--- src/rtl/cpu_ctrl_pkg.sv ---
// Shared constants, state encodings and the registered-output bundle
// for the CPU run controller.
package cpu_ctrl_pkg;

  localparam int unsigned WORD_W           = 32;
  localparam int unsigned DRAIN_CYCLES_DEF = 4;
  localparam int unsigned RD_LAT_DEF       = 1;

  localparam logic LD_DST_IMEM = 1'b0;
  localparam logic LD_DST_DMEM = 1'b1;

  localparam logic [2:0] ST_IDLE  = 3'd0;
  localparam logic [2:0] ST_LOAD  = 3'd1;
  localparam logic [2:0] ST_RUN   = 3'd2;
  localparam logic [2:0] ST_DRAIN = 3'd3;
  localparam logic [2:0] ST_DONE  = 3'd4;

  typedef struct packed {
    logic              ld_ready;
    logic [WORD_W-1:0] addr_ext;
    logic [WORD_W-1:0] wdata_ext;
    logic              wen_ext;
    logic              ren_ext;
    logic [WORD_W-1:0] addr_ext_2;
    logic [WORD_W-1:0] wdata_ext_2;
    logic              wen_ext_2;
    logic              ren_ext_2;
    logic              cpu_enable;
    logic              cpu_rst_n;
    logic              busy;
    logic              done;
    logic              timeout;
    logic              rd_valid;
    logic [WORD_W-1:0] rd_data;
  } ctrl_out_t;

endpackage

--- src/rtl/reg_arstn_en.sv ---
// Generic register with asynchronous active-low reset to zero and load enable.
module reg_arstn_en #(
  parameter int unsigned W = 1
) (
  input  logic         clk,
  input  logic         arst_n,
  input  logic         en,
  input  logic [W-1:0] d,
  output logic [W-1:0] q
);

  always_ff @(posedge clk or negedge arst_n) begin
    if (!arst_n) begin
      q <= '0;
    end else if (en) begin
      q <= d;
    end
  end

endmodule

--- src/rtl/run_counter.sv ---
// Saturating cycle counter with synchronous clear, count enable and a
// combinational "last budgeted cycle" compare against a limit (0 = none).
module run_counter #(
  parameter int unsigned W = 32
) (
  input  logic         clk,
  input  logic         arst_n,
  input  logic         clr,
  input  logic         en,
  input  logic [W-1:0] limit,
  output logic [W-1:0] count,
  output logic         limit_hit_c
);

  logic [W-1:0] count_q;
  logic [W-1:0] count_d;

  always_comb begin
    count_d = count_q;
    if (clr) begin
      count_d = '0;
    end else if (en && (count_q != {W{1'b1}})) begin
      count_d = count_q + W'(1);
    end
  end

  always_ff @(posedge clk or negedge arst_n) begin
    if (!arst_n) begin
      count_q <= '0;
    end else begin
      count_q <= count_d;
    end
  end

  assign count       = count_q;
  assign limit_hit_c = (limit != '0) && (count_q == (limit - W'(1)));

endmodule

--- src/rtl/cpu_run_ctrl.sv ---
// Sequences the CPU through program load, execution, pipeline drain and
// data-memory readback; all outputs come from one registered bundle.
module cpu_run_ctrl
  import cpu_ctrl_pkg::*;
#(
  parameter int unsigned IMEM_ADDR_W  = 9,
  parameter int unsigned DMEM_ADDR_W  = 10,
  parameter int unsigned DRAIN_CYCLES = DRAIN_CYCLES_DEF,
  parameter int unsigned RD_LAT       = RD_LAT_DEF
) (
  input  logic        clk,
  input  logic        arst_n,
  input  logic        start,
  input  logic        ld_valid,
  output logic        ld_ready,
  input  logic [31:0] ld_data,
  input  logic        ld_dst,
  input  logic        ld_last,
  input  logic        halt,
  input  logic [31:0] cycle_limit,
  input  logic        rd_req,
  input  logic [31:0] rd_addr,
  output logic        rd_valid,
  output logic [31:0] rd_data,
  input  logic [31:0] rdata_ext_2,
  output logic [31:0] addr_ext,
  output logic [31:0] wdata_ext,
  output logic        wen_ext,
  output logic        ren_ext,
  output logic [31:0] addr_ext_2,
  output logic [31:0] wdata_ext_2,
  output logic        wen_ext_2,
  output logic        ren_ext_2,
  output logic        cpu_enable,
  output logic        cpu_rst_n,
  output logic        busy,
  output logic        done,
  output logic        timeout,
  output logic [31:0] cycle_count
);

  localparam int unsigned DRN_W = $clog2(DRAIN_CYCLES + 1);
  localparam int unsigned LAT_W = $clog2(RD_LAT + 1);
  localparam int unsigned OUT_W = $bits(ctrl_out_t);

  logic [2:0]             state_q, state_d;
  logic [IMEM_ADDR_W-1:0] imem_cnt_q, imem_cnt_d;
  logic [DMEM_ADDR_W-1:0] dmem_cnt_q, dmem_cnt_d;
  logic [DRN_W-1:0]       drain_cnt_q, drain_cnt_d;
  logic                   rd_pend_q, rd_pend_d;
  logic [LAT_W-1:0]       rd_lat_q, rd_lat_d;
  ctrl_out_t              o_q, o_d;

  logic ld_acc;
  logic cnt_clr;
  logic cnt_en;
  logic limit_hit_c;

  assign ld_acc = (state_q == ST_LOAD) && o_q.ld_ready && ld_valid;
  assign cnt_en = (state_q == ST_RUN) || (state_q == ST_DRAIN);

  run_counter #(.W(WORD_W)) u_run_counter (
    .clk         (clk),
    .arst_n      (arst_n),
    .clr         (cnt_clr),
    .en          (cnt_en),
    .limit       (cycle_limit),
    .count       (cycle_count),
    .limit_hit_c (limit_hit_c)
  );

  // Next state plus the next value of every registered output.
  always_comb begin
    state_d     = state_q;
    imem_cnt_d  = imem_cnt_q;
    dmem_cnt_d  = dmem_cnt_q;
    drain_cnt_d = drain_cnt_q;
    rd_pend_d   = rd_pend_q;
    rd_lat_d    = rd_lat_q;
    cnt_clr     = 1'b0;
    o_d           = o_q;
    o_d.wen_ext   = 1'b0;
    o_d.ren_ext   = 1'b0;
    o_d.wen_ext_2 = 1'b0;
    o_d.ren_ext_2 = 1'b0;
    o_d.rd_valid  = 1'b0;

    case (state_q)
      ST_IDLE: begin
        if (start) begin
          state_d     = ST_LOAD;
          imem_cnt_d  = '0;
          dmem_cnt_d  = '0;
          cnt_clr     = 1'b1;
          o_d.timeout = 1'b0;
        end
      end
      ST_LOAD: begin
        if (ld_acc) begin
          case (ld_dst)
            LD_DST_IMEM: begin
              o_d.wen_ext   = 1'b1;
              o_d.addr_ext  = WORD_W'({imem_cnt_q, 2'b00});
              o_d.wdata_ext = ld_data;
              imem_cnt_d    = imem_cnt_q + IMEM_ADDR_W'(1);
            end
            LD_DST_DMEM: begin
              o_d.wen_ext_2   = 1'b1;
              o_d.addr_ext_2  = WORD_W'({dmem_cnt_q, 2'b00});
              o_d.wdata_ext_2 = ld_data;
              dmem_cnt_d      = dmem_cnt_q + DMEM_ADDR_W'(1);
            end
          endcase
        end else if (!o_q.ld_ready) begin
          // Last beat's write has retired; release the CPU.
          state_d = ST_RUN;
        end
      end
      ST_RUN: begin
        if (halt) begin
          state_d     = ST_DRAIN;
          drain_cnt_d = '0;
        end else if (limit_hit_c) begin
          state_d     = ST_DRAIN;
          drain_cnt_d = '0;
          o_d.timeout = 1'b1;
        end
      end
      ST_DRAIN: begin
        if (drain_cnt_q == DRN_W'(DRAIN_CYCLES - 1)) begin
          state_d = ST_DONE;
        end else begin
          drain_cnt_d = drain_cnt_q + DRN_W'(1);
        end
      end
      ST_DONE: begin
        if (start) begin
          state_d     = ST_LOAD;
          imem_cnt_d  = '0;
          dmem_cnt_d  = '0;
          cnt_clr     = 1'b1;
          o_d.timeout = 1'b0;
          rd_pend_d   = 1'b0;
        end else if (rd_pend_q) begin
          if (rd_lat_q == LAT_W'(RD_LAT - 1)) begin
            o_d.rd_valid = 1'b1;
            o_d.rd_data  = rdata_ext_2;
            rd_pend_d    = 1'b0;
          end else begin
            rd_lat_d = rd_lat_q + LAT_W'(1);
          end
        end else if (rd_req) begin
          o_d.ren_ext_2  = 1'b1;
          o_d.addr_ext_2 = rd_addr;
          rd_pend_d      = 1'b1;
          rd_lat_d       = '0;
        end
      end
      default: begin
        state_d = ST_IDLE;
      end
    endcase

    o_d.ld_ready   = (state_d == ST_LOAD) && !(ld_acc && ld_last);
    o_d.cpu_enable = (state_d == ST_RUN) || (state_d == ST_DRAIN);
    o_d.cpu_rst_n  = (state_d == ST_RUN) || (state_d == ST_DRAIN) || (state_d == ST_DONE);
    o_d.busy       = (state_d == ST_LOAD) || (state_d == ST_RUN) || (state_d == ST_DRAIN);
    o_d.done       = (state_d == ST_DONE);
  end

  always_ff @(posedge clk or negedge arst_n) begin
    if (!arst_n) begin
      state_q     <= ST_IDLE;
      imem_cnt_q  <= '0;
      dmem_cnt_q  <= '0;
      drain_cnt_q <= '0;
      rd_pend_q   <= 1'b0;
      rd_lat_q    <= '0;
    end else begin
      state_q     <= state_d;
      imem_cnt_q  <= imem_cnt_d;
      dmem_cnt_q  <= dmem_cnt_d;
      drain_cnt_q <= drain_cnt_d;
      rd_pend_q   <= rd_pend_d;
      rd_lat_q    <= rd_lat_d;
    end
  end

  reg_arstn_en #(.W(OUT_W)) u_out_reg (
    .clk    (clk),
    .arst_n (arst_n),
    .en     (1'b1),
    .d      (o_d),
    .q      (o_q)
  );

  assign ld_ready    = o_q.ld_ready;
  assign addr_ext    = o_q.addr_ext;
  assign wdata_ext   = o_q.wdata_ext;
  assign wen_ext     = o_q.wen_ext;
  assign ren_ext     = o_q.ren_ext;
  assign addr_ext_2  = o_q.addr_ext_2;
  assign wdata_ext_2 = o_q.wdata_ext_2;
  assign wen_ext_2   = o_q.wen_ext_2;
  assign ren_ext_2   = o_q.ren_ext_2;
  assign cpu_enable  = o_q.cpu_enable;
  assign cpu_rst_n   = o_q.cpu_rst_n;
  assign busy        = o_q.busy;
  assign done        = o_q.done;
  assign timeout     = o_q.timeout;
  assign rd_valid    = o_q.rd_valid;
  assign rd_data     = o_q.rd_data;

endmodule

--- config.mk ---
export PLATFORM = sky130hd
export DESIGN_NAME = cpu_run_ctrl
export DESIGN_NICKNAME = d
export VERILOG_FILES = /design/src/rtl/cpu_ctrl_pkg.sv /design/src/rtl/reg_arstn_en.sv /design/src/rtl/run_counter.sv /design/src/rtl/cpu_run_ctrl.sv
export SDC_FILE = /design/constraint.sdc
export NUM_CORES = 1
export LEC_CHECK = 0
export CAP_MARGIN = 20
export CORE_ASPECT_RATIO = 0.7
export CORE_MARGIN = 5
export CORE_UTILIZATION = 40
export DETAILED_ROUTE_END_ITERATION = 16
export GPL_ROUTABILITY_DRIVEN = 1
export PLACE_DENSITY = 0.76
export SLEW_MARGIN = 10
export SYNTH_ARGS = -nofsm -noshare
export SYNTH_HDL_FRONTEND = slang
export SYNTH_HIERARCHICAL = 1
export SYNTH_SLANG_ARGS = --single-unit
--- constraint.sdc ---
create_clock -name clk -period 2.8 [get_ports clk]
set_input_delay 0.56 -clock clk [delete_from_list [all_inputs] [get_ports clk]]
set_output_delay 0.56 -clock clk [all_outputs]
set_load 0.02 [all_outputs]
Yosys cells after proc, flatten, opt, wreduce, memory -nomap -nowiden --
Index checks and enable logic that the tools add are counted.
Operators by class: equal/unequal tests 22, bitwise logic cells 3, add/subtract/negate cells 6, multiplexer cells 51, reduce and logical (&&, ||, !) cells 30
Operators by type and width (number):
- 32-bit 2-to-1 mux | 5
- 33-bit 2-to-1 mux | 4
- 65-bit 2-to-1 mux | 2
- 32-bit one-hot mux with 2 select lines | 1
- 32-bit by 1-bit adder with 32-bit output (second input constant) | 1
- 32-bit equality test | 1
- 32-bit inequality test (second input constant) | 1
- 32-bit nonzero test | 1
- 32-bit by 1-bit subtractor with 32-bit output (second input constant) | 1
- 10-bit 2-to-1 mux | 3
- 3-bit 2-to-1 mux | 9
- 9-bit 2-to-1 mux | 3
- 10-bit one-hot mux with 2 select lines | 1
- 1-bit 2-to-1 mux | 19
- 2-bit inequality test (second input constant) | 9
- 9-bit one-hot mux with 2 select lines | 1
- 4-bit AND reduction | 4
- 3-bit by 2-bit equality test with 1-bit output (second input constant) | 5
- 3-bit one-hot mux with 4 select lines | 1
- 3-bit AND reduction | 4
- 2-bit nonzero test | 6
- 10-bit by 1-bit adder with 10-bit output (second input constant) | 1
- 9-bit by 1-bit adder with 9-bit output (second input constant) | 1
- 3-bit by 1-bit equality test with 1-bit output (second input constant) | 2
- 14 further kinds | 26
Word-level totals: word-level logic and storage cells 125, input bits 136, output and inout port bits 203, register bits 206

Longest topological paths before layout --
Gate-level depths: netlist of the first run.
depth in word-level cells 9, mapped depth 13, gate-level depth less buffers 13

Cells and area by module --
The synthesis of the first run kept the hierarchy.
By module, submodules not included:
- reg_arstn_en | area an instance 6706.4 um2, seq. area each 4279.1 um2, instances 1, cells an instance 361
- cpu_run_ctrl | area an instance 3316.9 um2, seq. area each 650.6 um2, instances 1, cells an instance 467
- run_counter | area an instance 2854.0 um2, seq. area each 800.8 um2, instances 1, cells an instance 356

Worst setup path before layout of the first run --
No wires, ideal clock.
path kind in2reg, from input port cycle_limit[13], to register u_out_reg.q[35], library setup time 125 ps, cell stages on the path 11, buffers on the path 0, arrival time 3439 ps, data required time 2675 ps, slack -764 ps, path through or4_4 > or3_1 > nor3_1 > a21oi_1 > a211o_1 > o211ai_1 > nor4_1 > o311ai_0 > nand2_1 > or2_2 > mux2_2
RTL lines:
- start, declared | RTL line cpu_run_ctrl.sv:20 | input logic [31:0] cycle_limit,
- end signal, assigned | RTL line reg_arstn_en.sv:14 | q <= '0;
- end signal, assigned | RTL line reg_arstn_en.sv:16 | q <= d;
- end, declared | RTL line reg_arstn_en.sv:9 | output logic [W-1:0] q

==> results by group, run 1 <==
Global route
  • GRT Total Usage: 20.4%
  • First-pass GRT wire length: 60.3 mm
  • Initial antenna violation count: 5
  • Largest net degree at the start of global routing: 172
  • Vias in the first global route: 10.7k
  • Grt total ovfl: 0

Timing
  • Slew HR: 49.8%
  • Fin crit share: 107%
  • RSZ-0062 raised after global routing: yes
  • Final Setup Violations: 5
  • Setup_tns: -0.831 ns
  • Worst Skew: 0.0109 ns
  • Setup ws final: -0.208 ns
  • Fmax: 332 MHz
  • Final hold vios: 0
  • Final min period: 3.01 ns
  • Worst-margin pin slew: 0.750 ns
  • Fin. max-slew vios: 0

Synth
  • Mux cell area share after synthesis: 24.4%
  • Dominant synthesized flop cell: dfrtp_1
  • Simple-gate share of the synthesized area: 16.7%
  • XOR/XNOR Fraction of Synth Area: 4.28%
  • Syn Std Cell Area: 12900 um^2
  • Avg Inst Size Synth: 10.9 um^2
  • Flops & latches, synth: 229
  • Async SR Flop Fraction: 100%
  • Synth Area in Compound Gates: 5.88%
  • Post-synth EDFFs: 0
  • Synth top area share: 44.5%
  • Yosys cell types: 70
  • Synth area leader: dfrtp_1
  • Cells after Synth: 1184
  • Synth Area in Adders: 0.661%
  • Largest family of logic cells by synthesized area: multiplexers
  • Synth Net Count: 1326
  • Total number of yosys warnings: 6
  • Ranking of synthesized cells by area: dfrtp_1 45%, mux2_2 14%, mux2_4 10%, nand2_1 5.5%, xnor2_1 2.6%
  • Sequential fraction of the synthesis area: 44.5%

Pwr
  • Net Sw Frac: 34.7%
  • Clk pwr share: 24.1%
  • Combinational share of power: 41.2%
  • Switching power: 5.03 mW
  • Cell Pwr Density: 788 nW/um^2
  • Pleak: 8.44 nW
  • Int Power: 9.45 mW
  • Peak supply drop: 0.000522 V
  • Total Power: 14.5 mW
  • Sequential share of power: 34.7%

Floorplanning
  • I/O Pins: 339
  • # rows: 55
  • Initial cell density of the core: 40.2%
  • Die area: 35900 um^2
  • DIE HEIGHT: 160 um
  • Core area: 32100 um^2
  • Chip width: 224 um

Clocking
  • Clock slew at reported path FFs: 0.06 ns
  • Sink Count: 229
  • Number of H-tree levels: 1
  • Post-CTS Hold Buffers: 0
  • Clock Root Buffer: clkbuf_16
  • Clock tree buffer depth: 3
  • CTS tree: built
  • Worst-Skew Late Latency: 0.52 ns
  • Num CTS Buffers: 24

Setup path
  • CP Launch Type: input port
  • Reg-to-reg slack, setup: -0.01 ns
  • CP cell instances: dlygate4sd2_1, buf_4, or4_1, o22ai_1, a31oi_1, o211ai_1, nor4_2, buf_4, nand4_1, nor4_2, buf_4, o311ai_4, nand2_1, or2_4, mux2_4
  • Worst Path Max Fanout: 4
  • Most frequent CP cell: buf_4
  • Worst Path Buf+Inv: 4
  • Crit-path slowest cell: or4_1
  • Critical R2R Capture: u_out_reg/q[33]
  • Crit path capture type: register
  • Critical Path AT: 3.41 ns
  • CP peak stage delay: 0.42 ns
  • Worst path required time: 3.20 ns
  • Worst r2r path cells: 12
  • Worst reg2reg startpoint: u_run_counter/count[3]
  • CP delay by family, top: simple AND/OR/NAND/NOR gates
  • Worst Setup Path Type: input port to register

Route
  • # DRC: 0
  • Pre-antenna DRT Iters: 5
  • Vias per cell: 5.20
  • Antenna-violating nets left: 0
  • Number of DRC markers in iteration 0: 597
  • DR WL/cell: 18.7 um
  • Drt total wl: 38.2 mm
  • Via Count: 10.6k

Placed design
  • RD Place Congestion: 0.891
  • Hpwl dp: 27.2 mm
  • Port bufs: 338

Final layout
  • Final nets: 1733
  • Share of cells above drive strength 1: 28.0%
  • Fill cells: 2758
  • Reg area: 5730 um^2
  • Most frequent cells in the layout: 310 x clkdlybuf4s50_1, 228 x dfrtp_1, 183 x nand2_1, 153 x mux2_2, 94 x buf_4
  • Commonest non-fill, non-tap cell in the layout: clkdlybuf4s50_1
  • Area grow syn2layout: 42.7%
  • Area occupied by multi-input gates: 6870 um^2

Status
  • Status: finished with violations
  • Violated checks: negative setup slack

Flow run
  • Max Cap Viol: 0

Worst hold path
  • Hold Crit Class: input port to asynchronous set/reset pin
## metrics by stage
stage	area [um^2]	hold WS [ns]	util [%]	setup WS, ns	instances
global route	18400	0.0581	57.3	-0.238	2039
CTS	18300	0.0444	56.9	-0.273	2034
floorplan	12900	0.264	-	-0.417	1184
detailed placement	17300	0.488	53.9	-1.19	1981
global placement	17300	0.479	53.9	-1.09	1981
finish	18400	0.0341	57.3	-0.208	2039
## metal layers
layer  global-route usage, %  part of all wire [%]  up-vias
li1                        -                     -     4967
met1                    29.1                    45     5204
met5                       0                 0.071        -
met4                    5.06                   2.7        4
met2                    30.7                    44      368
met3                    5.86                   8.0       66
## power by group through the flow
stage	logic, mW	registers [mW]	clock network, mW
after detailed placement	5.90	5.03	0
final	5.97	5.02	3.50
after global placement	5.78	4.99	0
after CTS	5.95	5.02	3.61
after floorplan	2.25	5.88	0
after global routing	6.36	5.17	3.76
## what timing repair did
item                                    in CTS  in global routing
cloned                                       0                  0
pin swaps                                   20                 26
resized for setup                           42                 57
endpoints found under the setup margin       6                  7
buffers inserted                             9                  3
## cell usage after synthesis (4+ instances only)
| library cell | instances |
|---|---|
| xnor2_1 | 38 |
| nand2_1 | 189 |
| nor2b_1 | 24 |
| a21oi_1 | 19 |
| a221o_1 | 6 |
| buf_2 | 25 |
| nor2_1 | 69 |
| mux2i_1 | 4 |
| dfrtp_1 | 229 |
| a31oi_1 | 4 |
| nand2b_1 | 6 |
| nand4_1 | 21 |
| or4_1 | 8 |
| nand3_1 | 26 |
| or3_1 | 11 |
| clkbuf_1 | 21 |
| ha_1 | 6 |
| and3_1 | 9 |
| a21o_1 | 7 |
| o21ai_0 | 41 |
| o211ai_1 | 5 |
| buf_6 | 13 |
| a22o_1 | 5 |
| nand3b_1 | 7 |
| xor2_1 | 25 |
| mux2_4 | 90 |
| nor4_1 | 14 |
| o21a_1 | 4 |
| nor3_1 | 13 |
| mux2_2 | 155 |
| or2_2 | 6 |
| inv_1 | 24 |
## layout make-up
type                       count  share of cell area (%)
tap                          427                    2.91
clock buffer                  32                    3.77
multi-input combinational    869                    37.4
clock inverter                12                   0.974
inverter                      25                   0.606
antenna                        3                  0.0409
sequential                   229                    31.2
timing repair buffer         442                    23.1
## cells by family (layout without fill, tap and decap cells)
| kind of cell | after synthesis | in the layout |
|---|---|---|
| and+or+nand+nor | 432 | 432 |
| buffers and inverters | 86 | 511 |
| other | 2 | 5 |
| xor gates and xnor gates | 63 | 63 |
| DFF | 229 | 229 |
| AOI/OAI and AO/OA | 116 | 116 |
| muxes | 249 | 249 |
| adders and majority gates | 7 | 7 |
## worst max-delay path by stage
stage / cells past startpoint / start / slack (ns) / end
floorplan: 11 / cycle_limit[13] / -0.42 / u_out_reg/q[35]
global placement: 15 / cycle_limit[1] / -1.09 / u_out_reg/q[33]
detailed placement: 17 / cycle_limit[1] / -1.19 / u_out_reg/q[35]
CTS: 17 / cycle_limit[1] / -0.27 / u_out_reg/q[35]
global route: 15 / cycle_limit[11] / -0.24 / u_out_reg/q[35]
finish: 15 / cycle_limit[11] / -0.21 / u_out_reg/q[35]
## registers in the layout, summed over array words and instances (netlist names)
name,flops
rd_pend_q,1
imem_cnt_q,9
u_run_counter/count,32
drain_cnt_q,3
state_q,3
u_out_reg/q,171
dmem_cnt_q,10
## worst register-to-register path: stages, from the launching register on
cell and delay, ns:
dfrtp_1 0.40, xor2_1 0.18, or2_2 0.28, a211oi_2 0.27
o22ai_1 0.14, nor4_2 0.28, buf_4 0.16, nand4_1 0.12
nor4_2 0.31, buf_4 0.18, a21oi_2 0.05, o31ai_1 0.22
mux2_4 0.18
(Power assumes the default switching activity.)
==> inputs of run 2 (changes only) <==
Settings changed: PLACE_DENSITY 0.76 to not set, PLACE_DENSITY_LB_ADDON set to 0.25.
==> results by group, run 2 (synthesis results as in run 1) <==
Setup path
  • CP cell instances: buf_12, inv_12, ha_4, nor4b_4, buf_4, nand4_1, buf_4, nor3_4, a21oi_2, a211o_1, o211ai_1, nor4_4, o311ai_4, nand2_1, or2_4, mux2_4
  • CP Launch Type: input port
  • Critical Path AT: 3.43 ns
  • Most frequent CP cell: buf_4
  • Worst path required time: 3.19 ns
  • Crit path capture type: register
  • Worst Path Max Fanout: 3
  • Worst Setup Path Type: input port to register
  • Crit-path slowest cell: o211ai_1
  • CP peak stage delay: 0.32 ns

Placed design
  • Post-DP Area: 17400 um^2
  • Port bufs: 338
  • RD Place Congestion: 0.897
  • Dpl ws: -1.19 ns
  • Hpwl dp: 27.2 mm

Floorplanning
  • DIE HEIGHT: 160 um
  • Die area: 35900 um^2
  • # rows: 55
  • I/O Pins: 339
  • Core area: 32100 um^2
  • Chip width: 224 um
  • Initial cell density of the core: 40.2%

Pwr
  • Cell Pwr Density: 782 nW/um^2
  • Peak supply drop: 0.000638 V
  • Total Power: 14.5 mW
  • Pleak: 8.50 nW

Clocking
  • Sink Count: 229
  • Clock Root Buffer: clkbuf_16
  • CTS tree: built
  • Clock tree buffer depth: 3
  • Num CTS Buffers: 25
  • Number of H-tree levels: 1
  • Worst-Skew Late Latency: 0.52 ns
  • Post-CTS Hold Buffers: 0
  • Clock slew at reported path FFs: 0.06 ns

Global route
  • Vias in the first global route: 10.7k
  • Grt total ovfl: 0
  • Largest net degree at the start of global routing: 172
  • First-pass GRT wire length: 59.8 mm
  • Initial antenna violation count: 6
  • GRT Total Usage: 20.3%

Final layout
  • Largest register FFs: 171
  • Area grow syn2layout: 43.9%
  • Share of cells above drive strength 1: 28.4%
  • Top reg by flops: u_out_reg/q
  • Fin area: 18500 um^2
  • Commonest non-fill, non-tap cell in the layout: clkdlybuf4s50_1
  • Final core utilization: 57.8%
  • Final nets: 1749
  • Most frequent cells in the layout: 313 x clkdlybuf4s50_1, 228 x dfrtp_1, 184 x nand2_1, 153 x mux2_2, 103 x buf_4

Worst hold path
  • Hold Crit Class: input port to asynchronous set/reset pin

Timing
  • RSZ-0062 raised after global routing: yes
  • Fin crit share: 109%
  • Setup_tns: -0.992 ns
  • Final min period: 3.04 ns
  • Worst Skew: 0.0251 ns
  • Final hold vios: 0
  • Fin. max-slew vios: 0
  • Slew HR: 49.9%
  • Fmax: 329 MHz
  • Worst-margin pin slew: 0.749 ns
  • Final Setup Violations: 5
  • Setup ws final: -0.242 ns

Flow run
  • Max Cap Viol: 0

Status
  • Status: finished with violations
  • Violated checks: negative setup slack

Route
  • Drt total wl: 38.0 mm
  • Pre-antenna DRT Iters: 5
  • Vias per cell: 5.13
  • Number of DRC markers in iteration 0: 593
  • Antenna-violating nets left: 0
  • Via Count: 10.5k
  • # DRC: 0
  • DR WL/cell: 18.5 um
run 2: power by group:
part | total (mW) | switching (mW) | internal, mW
combinational | 5.99 | 2.80 | 3.19
clock | 3.47 | 1.33 | 2.14
sequential | 5.02 | 0.835 | 4.19
total | 14.5 | 4.97 | 9.51
run 2: path summary, 6_finish.rpt:
path	startpoint	end	slack [ns]	cells past startpoint
min	arst_n	u_run_counter/count[30]	0.01	1
max	cycle_limit[1]	u_out_reg/q[35]	-0.24	16
min reg2reg	drain_cnt_q[0]	drain_cnt_q[0]	0.51	1
min in group clk	drain_cnt_q[0]	drain_cnt_q[0]	0.51	1
max reg2reg	u_run_counter/count[3]	drain_cnt_q[2]	-0.09	13
max in group asynchronous	arst_n	u_out_reg/q[53]	2.13	2
run 2: critical path, delay by kind of cell:
family	cells	cell delay [ns]
and+or+nand+nor	6	1.09
AOI/OAI and AO/OA	4	0.86
adders and majority gates	1	0.13
muxes	1	0.25
buffers and inverters	4	0.53
run 2: per-layer routing:
metal	GRT usage, %	routed length (um)
met1	29.3	17600
met2	30.1	16600
met3	6.05	2890
met4	4.87	870
met5	0	32
run 2: area by class of cell:
class / count / area, um^2
clock buffer: 36 / 717
multi-input combinational: 869 / 6890
fill: 2751 / 13500
sequential: 229 / 5730
clock inverter: 8 / 143
antenna: 3 / 7.51
tap: 427 / 534
timing repair buffer: 457 / 4390
inverter: 25 / 111
run 2: repair_timing:
item,CTS,global route
pin swaps,31,26
setup buffers,11,9
cloned,0,0
setup endpoints to repair,6,8
gates resized for setup,67,39
run 2: per-stage QoR:
stage	hold slack (ns)	cells
floorplan	0.264	1184
global placement	0.472	1989
detailed placement	0.491	1989
CTS	0.00629	2043
global route	0.0139	2054
finish	0.00960	2054
